`config.mk`:
```
export PLATFORM = sky130hd
export DESIGN_NAME = ahb_arbiter_flat
export DESIGN_NICKNAME = d
export VERILOG_FILES = /design/src/rtl/ahb_pkg.sv /design/src/rtl/ahb_arbiter_if.sv /design/src/rtl/ahb_rr_picker.sv /design/src/rtl/ahb_arbiter.sv /design/src/flat_wrapper.sv
export SDC_FILE = /design/constraint.sdc
export NUM_CORES = 1
export LEC_CHECK = 0
export ABC_AREA = 1
export CORE_MARGIN = 4
export CORE_UTILIZATION = 25
export CTS_CLUSTER_SIZE = 28
export DETAILED_ROUTE_END_ITERATION = 12
export PLACE_DENSITY = 0.39
export SYNTH_ARGS = -nofsm -noshare
export SYNTH_HDL_FRONTEND = slang
export SYNTH_SLANG_ARGS = --single-unit
```
`constraint.sdc`:
```
create_clock -name hclk -period 3.4 [get_ports hclk]
set_input_delay 0.85 -clock hclk [delete_from_list [all_inputs] [get_ports hclk]]
set_output_delay 0.85 -clock hclk [all_outputs]
set_load 0.02 [all_outputs]
```
`src/rtl/ahb_pkg.sv`:
```
// Shared AHB definitions: HTRANS encodings, master id type, arbiter state.
// Optional feature macro: AHB_ARB_LOCK_EN (adds the LOCKED arbiter state).
package ahb_pkg;

   typedef enum logic [1:0] {
      HTRANS_IDLE   = 2'b00,
      HTRANS_BUSY   = 2'b01,
      HTRANS_NONSEQ = 2'b10,
      HTRANS_SEQ    = 2'b11
   } htrans_e;

   typedef logic [1:0] master_id_t;

`ifdef AHB_ARB_LOCK_EN
   typedef enum logic [1:0] {
      ST_PARK,
      ST_OWNED,
      ST_LOCKED
   } arb_state_e;
`else
   typedef enum logic [0:0] {
      ST_PARK,
      ST_OWNED
   } arb_state_e;
`endif

endpackage

```
`src/rtl/ahb_arbiter_if.sv`:
```
// Arbiter request/grant bundle. The slave modport is the arbiter's view,
// the master modport is the requesters' view.
// Optional feature macro: AHB_ARB_LOCK_EN (adds hlock).
interface ahb_arbiter_if
   import ahb_pkg::*;
#(
   parameter int NUM_MASTERS = 4
) ();

   logic [NUM_MASTERS-1:0] hbusreq;
`ifdef AHB_ARB_LOCK_EN
   logic [NUM_MASTERS-1:0] hlock;
`endif
   logic [1:0]             htrans;
   logic                   hready;
   logic [NUM_MASTERS-1:0] hgrant;
   master_id_t             hmaster;
   logic                   hmastlock;

   modport slave (
      input  hbusreq,
`ifdef AHB_ARB_LOCK_EN
      input  hlock,
`endif
      input  htrans,
      input  hready,
      output hgrant,
      output hmaster,
      output hmastlock
   );

   modport master (
      output hbusreq,
`ifdef AHB_ARB_LOCK_EN
      output hlock,
`endif
      output htrans,
      output hready,
      input  hgrant,
      input  hmaster,
      input  hmastlock
   );

endinterface

```
`src/rtl/ahb_rr_picker.sv`:
```
// Combinational round-robin picker: searches from last_id+1 upward
// (wrapping), so last_id itself is considered only after all others.
module ahb_rr_picker
   import ahb_pkg::*;
#(
   parameter int NUM_MASTERS = 4
) (
   input  logic [NUM_MASTERS-1:0] req,
   input  master_id_t             last_id,
   output logic [NUM_MASTERS-1:0] grant,
   output master_id_t             id,
   output logic                   valid
);

   int unsigned idx;

   // First requester found walking forward from the previous owner.
   always_comb begin
      grant = '0;
      id    = '0;
      valid = 1'b0;
      idx   = 0;
      for (int unsigned i = 1; i <= NUM_MASTERS; i++) begin
         idx = (32'(last_id) + i) % NUM_MASTERS;
         if (!valid && req[idx]) begin
            grant[idx] = 1'b1;
            id         = master_id_t'(idx);
            valid      = 1'b1;
         end
      end
   end

endmodule

```
`src/rtl/ahb_arbiter.sv`:
```
// Round-robin AHB bus arbiter with burst hold, tenure limit and parking.
// Optional feature macro: AHB_ARB_LOCK_EN (hlock port, LOCKED state,
// registered hmastlock); without it hmastlock is tied low.
module ahb_arbiter
   import ahb_pkg::*;
#(
   parameter int NUM_MASTERS    = 4,
   parameter int ID_W           = 2,
   parameter int DEFAULT_MASTER = 0,
   parameter int MAX_TENURE     = 16
) (
   input logic          hclk,
   input logic          hresetn,
   ahb_arbiter_if.slave bus
);

   localparam master_id_t             DEF_ID     = master_id_t'(DEFAULT_MASTER);
   localparam logic [NUM_MASTERS-1:0] DEF_GRANT  = NUM_MASTERS'(1) << DEFAULT_MASTER;
   localparam logic [7:0]             TENURE_MAX = 8'(MAX_TENURE);

   arb_state_e             state_q, state_n;
   master_id_t             owner_q, owner_n;
   logic [NUM_MASTERS-1:0] grant_q, grant_n;
   logic [7:0]             tenure_q, tenure_n;
   logic [ID_W-1:0]        hmaster_q, hmaster_n;
   logic                   hmastlock_q, hmastlock_n;

   logic [NUM_MASTERS-1:0] pick_grant;
   master_id_t             pick_id;
   logic                   pick_valid;

   logic seq_busy, beat, own_req, others, lock_hold, hold;

   // The owner id doubles as the round-robin pointer: it is updated on
   // exactly the grant changes that move the pointer.
   ahb_rr_picker #(
      .NUM_MASTERS(NUM_MASTERS)
   ) u_picker (
      .req    (bus.hbusreq),
      .last_id(owner_q),
      .grant  (pick_grant),
      .id     (pick_id),
      .valid  (pick_valid)
   );

   // Arbitration state, grant, tenure and address-phase owner registers.
   always_ff @(posedge hclk or negedge hresetn) begin
      if (!hresetn) begin
         state_q     <= ST_PARK;
         owner_q     <= DEF_ID;
         grant_q     <= DEF_GRANT;
         tenure_q    <= '0;
         hmaster_q   <= ID_W'(DEFAULT_MASTER);
         hmastlock_q <= 1'b0;
      end else begin
         state_q     <= state_n;
         owner_q     <= owner_n;
         grant_q     <= grant_n;
         tenure_q    <= tenure_n;
         hmaster_q   <= hmaster_n;
         hmastlock_q <= hmastlock_n;
      end
   end

   // Decision logic: evaluated only when hready completes a transfer.
   always_comb begin
      seq_busy = (bus.htrans == HTRANS_SEQ) || (bus.htrans == HTRANS_BUSY);
      beat     = (bus.htrans == HTRANS_NONSEQ) || (bus.htrans == HTRANS_SEQ);
      own_req  = |(bus.hbusreq & grant_q);
      others   = |(bus.hbusreq & ~grant_q);
      lock_hold = 1'b0;
`ifdef AHB_ARB_LOCK_EN
      lock_hold = (state_q != ST_PARK) && (|(bus.hlock & grant_q));
`endif
      hold = seq_busy || lock_hold ||
             (own_req && ((tenure_q < TENURE_MAX) || !others));

      state_n     = state_q;
      owner_n     = owner_q;
      grant_n     = grant_q;
      tenure_n    = tenure_q;
      hmaster_n   = hmaster_q;
      hmastlock_n = 1'b0;
`ifdef AHB_ARB_LOCK_EN
      hmastlock_n = hmastlock_q;
`endif

      if (bus.hready) begin
         hmaster_n = owner_q;
`ifdef AHB_ARB_LOCK_EN
         hmastlock_n = |(bus.hlock & grant_q);
`endif
         if (hold) begin
            if (beat && (tenure_q < TENURE_MAX)) tenure_n = tenure_q + 8'd1;
`ifdef AHB_ARB_LOCK_EN
            if (lock_hold)                                state_n = ST_LOCKED;
            else if ((state_q == ST_LOCKED) && seq_busy)  state_n = ST_LOCKED;
            else if (own_req)                             state_n = ST_OWNED;
`else
            if (own_req) state_n = ST_OWNED;
`endif
         end else if (pick_valid) begin
            // Hold failed, so the picker never returns the current owner.
            owner_n  = pick_id;
            grant_n  = pick_grant;
            state_n  = ST_OWNED;
            tenure_n = '0;
         end else begin
            owner_n = DEF_ID;
            grant_n = DEF_GRANT;
            state_n = ST_PARK;
            if (owner_q != DEF_ID)                       tenure_n = '0;
            else if (beat && (tenure_q < TENURE_MAX))    tenure_n = tenure_q + 8'd1;
         end
      end
   end

   assign bus.hgrant  = grant_q;
   assign bus.hmaster = hmaster_q;
`ifdef AHB_ARB_LOCK_EN
   assign bus.hmastlock = hmastlock_q;
`else
   assign bus.hmastlock = 1'b0;
`endif

endmodule

```
`src/flat_wrapper.sv`:
```
// flat-port wrapper written by rule: the top's interface ports become plain ports
module ahb_arbiter_flat import ahb_pkg::*;
#(
   parameter int NUM_MASTERS    = 4,
   parameter int ID_W           = 2,
   parameter int DEFAULT_MASTER = 0,
   parameter int MAX_TENURE     = 16
)
  (hclk, hresetn, bus_hbusreq, bus_htrans, bus_hready, bus_hgrant, bus_hmaster, bus_hmastlock);
  ahb_arbiter_if #(.NUM_MASTERS(NUM_MASTERS)) bus_i ();
  input logic hclk;
  input logic hresetn;
  input wire logic [$bits(bus_i.hbusreq)-1:0] bus_hbusreq;
  input wire logic [$bits(bus_i.htrans)-1:0] bus_htrans;
  input wire logic [$bits(bus_i.hready)-1:0] bus_hready;
  output wire logic [$bits(bus_i.hgrant)-1:0] bus_hgrant;
  output wire logic [$bits(bus_i.hmaster)-1:0] bus_hmaster;
  output wire logic [$bits(bus_i.hmastlock)-1:0] bus_hmastlock;
  assign bus_i.hbusreq = bus_hbusreq;
  assign bus_i.htrans = bus_htrans;
  assign bus_i.hready = bus_hready;
  assign bus_hgrant = bus_i.hgrant;
  assign bus_hmaster = bus_i.hmaster;
  assign bus_hmastlock = bus_i.hmastlock;
  ahb_arbiter #(.NUM_MASTERS(NUM_MASTERS), .ID_W(ID_W), .DEFAULT_MASTER(DEFAULT_MASTER), .MAX_TENURE(MAX_TENURE)) u_core (.hclk(hclk), .hresetn(hresetn), .bus(bus_i));
endmodule
```
# After elaboration in Yosys (flattened, before gate mapping)
# Cells that the tools add are included.
# Widths: inputs -> output; s select.
classes:
  order_cmp: 9
  reduce_logical: 21
  n_bitwise: 7
  n_eq_ne: 3
  n_addsub: 5
  muxes: 34
op_table:
  columns: ["op", "count"]
  rows:
  - ["$mux 8", 4]
  - ["$mux 4", 5]
  - ["$lt 2x3->1 const B", 4]
  - ["$mux 1", 12]
  - ["$or 4x4->4", 3]
  - ["$mux 2", 5]
  - ["$logic_and 1x1->1", 9]
  - ["$add 8x1->8 const B", 1]
  - ["$and 4x4->4", 2]
  - ["$bmux 1 s2", 4]
  - ["$demux 1 s2", 4]
  - ["$ge 2x1->1 const B", 4]
  - ["$lt 8x5->1 const B", 1]
  - ["$reduce_or 4->1", 2]
  - ["$add 2x1->2 const B", 2]
  - ["$add 2x2->2 const B", 2]
  - ["$eq 2x2->1 const B", 2]
  - ["$logic_not 1->1", 4]
  - ["$logic_or 1x1->1", 4]
  - ["$not 4->4", 1]
  - ["$eq 2x1->1 const B", 1]
  - ["$reduce_and 2->1", 1]
  - ["$reduce_bool 2->1", 1]
  - ["$not 1->1", 1]
totals:
  wordCells: 83
  output_inout_bits: 7
  ff_bits: 16
  input_bits: 9

# Depth between registers and ports, before layout
logic_depth:
  depth_word: 15
  ltp_mapped: 12
  ltp_nobuf: 12

# Cells and area by module
# Synthesis repeated with hierarchy kept, for this count alone.
hier_totals:
  hier_cells: 193
  hier_area_um2: 1406.3
by_module_without_submodules:
  columns: ["module", "area_per_inst_um2", "cells_each", "n_inst", "seq_area_each_um2"]
  rows:
  - ["ahb_arbiter", 870.8, 112, 1, 401.6]
  - ["ahb_rr_picker", 535.5, 81, 1, 0.0]

# Least setup slack after synthesis
# OpenSTA, ideal clock, no wires.
synth_path:
  path_type: "reg2reg"
  startpoint: "register u_core.owner_q[0]"
  endpoint: "register u_core.tenure_q[3]"
  setup_ns: 0.126
  path_slack_ns: 1.576
  period_less_slack_ns: 1.824
  path_buffers: 0
  path_stages_with_launch: 11
  arrival_time_ns: 1.698
  required_time_ns: 3.274
  cell_sequence: "dfrtp_1 -> inv_2 -> ha_1 -> inv_1 -> nand3_2 -> nand2_4 -> inv_4 -> nand3_4 -> nor2_4 -> a21oi_4 -> nor2_1"
synth_between:
  elab_chain_cells: 15
  elab_cells_between_ends: 26
  cone_classes: "add/sub: 4; mux: 15; reduce/logical: 7"
synth_lines:
  columns: ["item", "line", "text"]
  rows:
  - ["start: declaration", "ahb_arbiter.sv:22", "master_id_t owner_q, owner_n;"]
  - ["start signal: assignment", "ahb_arbiter.sv:57", "owner_q <= owner_n;"]
  - ["$add 2x1->2", "ahb_rr_picker.sv:24", "idx = (32'(last_id) + i) % NUM_MASTERS;"]
  - ["$bmux 1 s2", "ahb_rr_picker.sv:25", "if (!valid && req[idx]) begin"]
  - ["$mux 1 (not written as such)", "ahb_rr_picker.sv:25", null]
  - ["$mux 1", "ahb_rr_picker.sv:25", null]
  - ["$logic_not 1->1", "ahb_rr_picker.sv:25", null]
  - ["$logic_and 1x1->1", "ahb_rr_picker.sv:25", null]
  - ["$mux 1", "ahb_rr_picker.sv:25", null]
  - ["$logic_not 1->1", "ahb_rr_picker.sv:25", null]
  - ["$logic_and 1x1->1", "ahb_rr_picker.sv:25", null]
  - ["$mux 1", "ahb_rr_picker.sv:25", null]
  - ["$logic_not 1->1", "ahb_rr_picker.sv:25", null]
  - ["$logic_and 1x1->1", "ahb_rr_picker.sv:25", null]
  - ["$mux 1", "ahb_rr_picker.sv:25", null]
  - ["$mux 8 *", "ahb_arbiter.sv:102", "end else if (pick_valid) begin"]
  - ["$mux 8 *", "ahb_arbiter.sv:93", "if (hold) begin"]
  - ["end signal: assignment", "ahb_arbiter.sv:59", "tenure_q <= tenure_n;"]
  - ["end: declaration", "ahb_arbiter.sv:24", "logic [7:0] tenure_q, tenure_n;"]
# Mark *: on every way between the ends. The rest lies on a longest branch, timed or not. The select of a mux whose other input is x is not followed.
# A chain may end at the register's enable or synchronous reset.

# Worst setup path in the final report
layout_path:
  startpoint: "input port bus_hbusreq[1]"
  endpoint: "register u_core.owner_q[0]"
layout_between:
  elab_chain_cells: 13
  elab_cells_between_ends: 33
  cone_classes: "mux: 17; bitwise: 3; reduce/logical: 13"
layout_lines:
  columns: ["item", "line", "text"]
  rows:
  - ["start: declaration", "flat_wrapper.sv:13", "input wire logic [$bits(bus_i.hbusreq)-1:0] bus_hbusreq;"]
  - ["$bmux 1 s2", "ahb_rr_picker.sv:25", null]
  - ["$mux 1 (not written as such)", "ahb_rr_picker.sv:25", null]
  - ["$mux 1", "ahb_rr_picker.sv:25", null]
  - ["$logic_not 1->1", "ahb_rr_picker.sv:25", null]
  - ["$logic_and 1x1->1", "ahb_rr_picker.sv:25", null]
  - ["$mux 1", "ahb_rr_picker.sv:25", null]
  - ["$logic_not 1->1", "ahb_rr_picker.sv:25", null]
  - ["$logic_and 1x1->1", "ahb_rr_picker.sv:25", null]
  - ["$mux 1", "ahb_rr_picker.sv:25", null]
  - ["$logic_not 1->1", "ahb_rr_picker.sv:25", null]
  - ["$logic_and 1x1->1", "ahb_rr_picker.sv:25", null]
  - ["$mux 2 / $mux 1 (equally long branches)", "ahb_rr_picker.sv:25", null]
  - ["$mux 2", "ahb_arbiter.sv:102", null]
# Parallel ways exist; a longest one is shown, timed or not. The select of a mux whose other input is x is not followed.

==> metrics list <==
- The run finished with clean final reports.
- Cells fill 31.7% of the core in the end.
- For the pin with the worst max-slew slack, the measured transition is 0.737 ns.
* Clock tree root driver cell: clkbuf_8
- The layout has 516 filler cells.
* WP buf/inv: 2
* Clock insertion delay at the later pin of the skew report: 0.24 ns
* Starting DRT DRC Count: 40
- Summing over every cut layer, the via total after detailed routing is 1,091.
* Area share of and/or/nand/nor cells after synthesis: 38.5%
* Global placement routability congestion: 0.830
- Largest net degree at the start of global routing: 17
- Number of instances resized during post-cts repair: 0
- For this configuration, the core starts out at a cell density of 26.0%.
* Layout Nets: 204
* Clock sinks: 16
* Floorplan die area: 6140 µm²
- Crit path cell chain: clkdlybuf4s50_1 -> nand2_1 -> nand2_1 -> o21ai_0 -> nand2_1 -> nand3_1 -> inv_1 -> nand3_1 -> nand2_1 -> nand2_1
* Total gr overflow: 0
- Area growth from synthesis to final layout: 21.9%
- The worst setup path is of the primary input to register kind.
* Dominant combinational cell family by area after synthesis: simple AND/OR/NAND/NOR gates
- Wire length of the first global-routing pass: 5060 µm
- Highest fanout seen on the critical path: 7
- Compound-Gate Fraction of Synth Area: 8.80%
* Worst min path class: register to register
- Number of hold-slack violations in the final timing report: 0
- The repair_antennas step left the layout with diodes totalling 0.
* Die Height: 78.4 µm
- Proportion of layout cells with a drive suffix above 1: 13.0%
- Power spread over the standard cell area amounts to 814 nW/µm².
- In this run the most critical hold path is launched from u_core.tenure_q[7].
- Of the total synthesized cell area, the portion taken by full adders, half adders and majority gates is 9.10%.
- In the finished design, the share of the clock period the worst path needs comes to 68.3%.
- Total negative setup slack: 0 ns
- TritonCTS built the clock tree.
- Hold Path Depth: 2
- In this run the tool buffered the top-level ports with 14 buffer cells.
* Cell repeated most along the worst path: nand2_1
- The analysis attributes to cell leakage a power of 0.753 nW.
- In the synthesized netlist the dominant register cell turns out to be dfrtp_1.
- Counting I/O delays and the setup requirement, the final critical path takes 2.32 ns.
- R2R Setup Slk: 1.24 ns
- Wire length reported by the detailed router: 2820 µm
- Quantity of hold-fixing buffers added after cts: 0
* Post-detailed-route count of antenna-violating nets: 0
- On the worst path, the slowest cell contributes a delay of 0.55 ns.
- Master of the slowest instance on the critical path: clkdlybuf4s50_1
* Nature of the critical path startpoint: primary input
- Count of H-tree levels built during CTS: 1
- The floorplan has 25 rows.
* Footprint of the multi-input gates: 728 µm²
- Clock-pin slew was measured on the worst setup and hold paths at 0.06 ns.
* Final design area excluding fillers: 1510 µm²
- Max-cap violations in this run came to 0.
- The max-slew violation count is 0.
- The initial antenna violation count was 0.
- Synthesis produced 168 cells.
* Post-CTS setup buffer count: 0
- Multiplexer cells account for 0% of the synthesized area.
- Dividing the detail-routed wire length by the instance count gives 11.2 µm.
- Pin placement for this block handled 16 I/O pins.
- Setup repair after global routing left no endpoint under its margin.
* Mean instance size in the synthesized netlist: 7.37 µm²
* Portion of the post-synthesis area used by sequential elements: 32.5%
* Endpoint required time on the critical path: 3.54 ns
- Post-detailed-route DRC marker count: 0
- Setup violations remaining at the end of the flow were counted as 0.
- Destination of the worst hold path: u_core.tenure_q[7]
- The biggest area contributor in the post-synthesis netlist is dfrtp_1.
* Leading cell type by number of instances after synthesis: nand2_1
- The startpoint identified for the worst register-to-register timing path is u_core.owner_q[0].
- Vias per cell: 4.33
* Final worst clock skew: 0.00191 ns
- In this run, synthesis produced a sequential element count of 16.
- Count of flip-flops with a built-in enable after synthesis: 0
- Yosys mapped the design onto 28 distinct sky130hd cell types.
* Capturing element type of the critical path: register
- Horizontal die dimension: 78.4 µm
- Yosys printed 0 warnings.
- Area post-placement: 1450 µm²
* Buffer depth of the longest clock path: 2
- Sorting the synthesized cells by how often they occur yields 53 x nand2_1, 22 x inv_1, 17 x nand3_1.
* Peak supply drop: 0.000245 V
* Arrival time of data at the critical path endpoint: 2.46 ns
* Dominant cells by area after synthesis: dfrtp_1 30%, nand2_1 16%, ha_1 9.1%
- In this run the biggest area consumer among cell types represents 30.3% of the synthesized area.
- Max transition margin: 50.7%
- Summing all flip-flop and latch instances after layout gives 402 µm².
- Reg2Reg Capture Point: u_core.tenure_q[3]
* Core outline area: 4750 µm²
- After Yosys synthesis, XOR and XNOR cells account for 2.12% of the synthesized area.
* Critical path's top delay family: buffers and inverters
- The first detailed-routing pass took 4 iterations.
- For the worst flop-to-flop path, the logic depth is 10.
- Half-perimeter wire length after placement: 2320 µm
- After synthesis the cells add up to 1240 µm².
- Post-synthesis async set-or-reset flop share: 100%
- Counting the buffers created by CTS gives 3.
- In the global route stage, overall resource usage came out at 10.2%.
* Highest attainable clock frequency: 0.431 GHz
* Number of nets in the synthesized netlist: 186
* Number of global-route vias before repair: 1,133
[logic make-up after synthesis]
kind of cell    Yosys count
other cells               1
buf+inv                  27
fa+ha+maj                 9
simple gates             98
compound gates           14
xor+xnor                  3
flops                    16
[layer usage]
metal | wire, µm | global-route usage [%] | share of wire (%) | vias up
met5 | 0 | 0 | 0 | -
met4 | 46 | 4.20 | 1.6 | 0
met3 | 141 | 1.72 | 5.0 | 4
met2 | 1370 | 17.1 | 49 | 28
met1 | 1260 | 12.9 | 45 | 497
li1 | - | - | - | 562
[tightest hold or removal path: cells and delay by family, from the launching register on]
family | cells | cell delay, ns
flip-flops | 1 | 0.37
buffers and inverters | 1 | 0.05
AND/OR/NAND/NOR | 1 | 0.03
[layout make-up]
cell class	instances	share of cell area, %
Tap cell	67	5.56
Multi-Input combinational cell	125	48.3
Clock buffer	4	3.65
Sequential cell	16	26.6
Timing Repair Buffer	14	9.29
Inverter	26	6.63
[flip-flops by register name, indices dropped and copies added (netlist names)]
register,count
u_core.bus.hgrant,4
u_core.tenure_q,8
u_core.owner_q,2
u_core.bus.hmaster,2
[through the flow]
step	setup WS (ns)	power (mW)	instances	hold slack, ns
after global routing	0.906	1.35	252	0.520
after CTS	1.04	1.24	252	0.496
after global placement	0.807	1.08	248	0.479
final	1.08	1.23	252	0.492
after floorplan	1.58	0.873	168	0.471
after detailed placement	0.771	1.07	248	0.484
[worst max-delay path by stage]
| stage | slack, ns | start | depth (start not counted) | endpoint |
|---|---|---|---|---|
| after floorplan | 1.58 | u_core.owner_q[0] | 10 | u_core.tenure_q[3] |
| after global placement | 0.81 | bus_hbusreq[1] | 10 | u_core.owner_q[0] |
| after detailed placement | 0.77 | bus_hbusreq[1] | 10 | u_core.owner_q[0] |
| after CTS | 1.04 | bus_hbusreq[1] | 10 | u_core.owner_q[0] |
| after global routing | 0.91 | bus_hbusreq[1] | 10 | u_core.owner_q[1] |
| final | 1.08 | bus_hbusreq[1] | 10 | u_core.owner_q[0] |
[placed cells by master, fill, tap and decap left out, types with 2 or more instances in the layout]
| cell | synthesis | layout |
|---|---|---|
| nand2_1 | 53 | 53 |
| clkbuf_8 | 0 | 4 |
| nand3_1 | 17 | 17 |
| clkdlybuf4s50_1 | 0 | 14 |
| nor2_4 | 2 | 2 |
| inv_1 | 22 | 22 |
| nand2_2 | 2 | 2 |
| xor2_1 | 2 | 2 |
| nand2_4 | 3 | 3 |
| nand3_2 | 3 | 3 |
| a22oi_1 | 3 | 3 |
| nor2_1 | 12 | 12 |
| ha_1 | 9 | 9 |
| nand4_1 | 5 | 5 |
| dfrtp_1 | 15 | 15 |
| o21ai_0 | 4 | 4 |
| inv_2 | 3 | 3 |
[power breakdown]
part / internal (mW) / switching (mW) / leakage (nW) / total [mW]
Clock: 0.103 / 0.0634 / 0.0288 / 0.166
Sequential: 0.250 / 0.0670 / 0.209 / 0.317
Combinational: 0.274 / 0.472 / 0.515 / 0.745
Note: power is estimated with default switching activity, not from simulation.
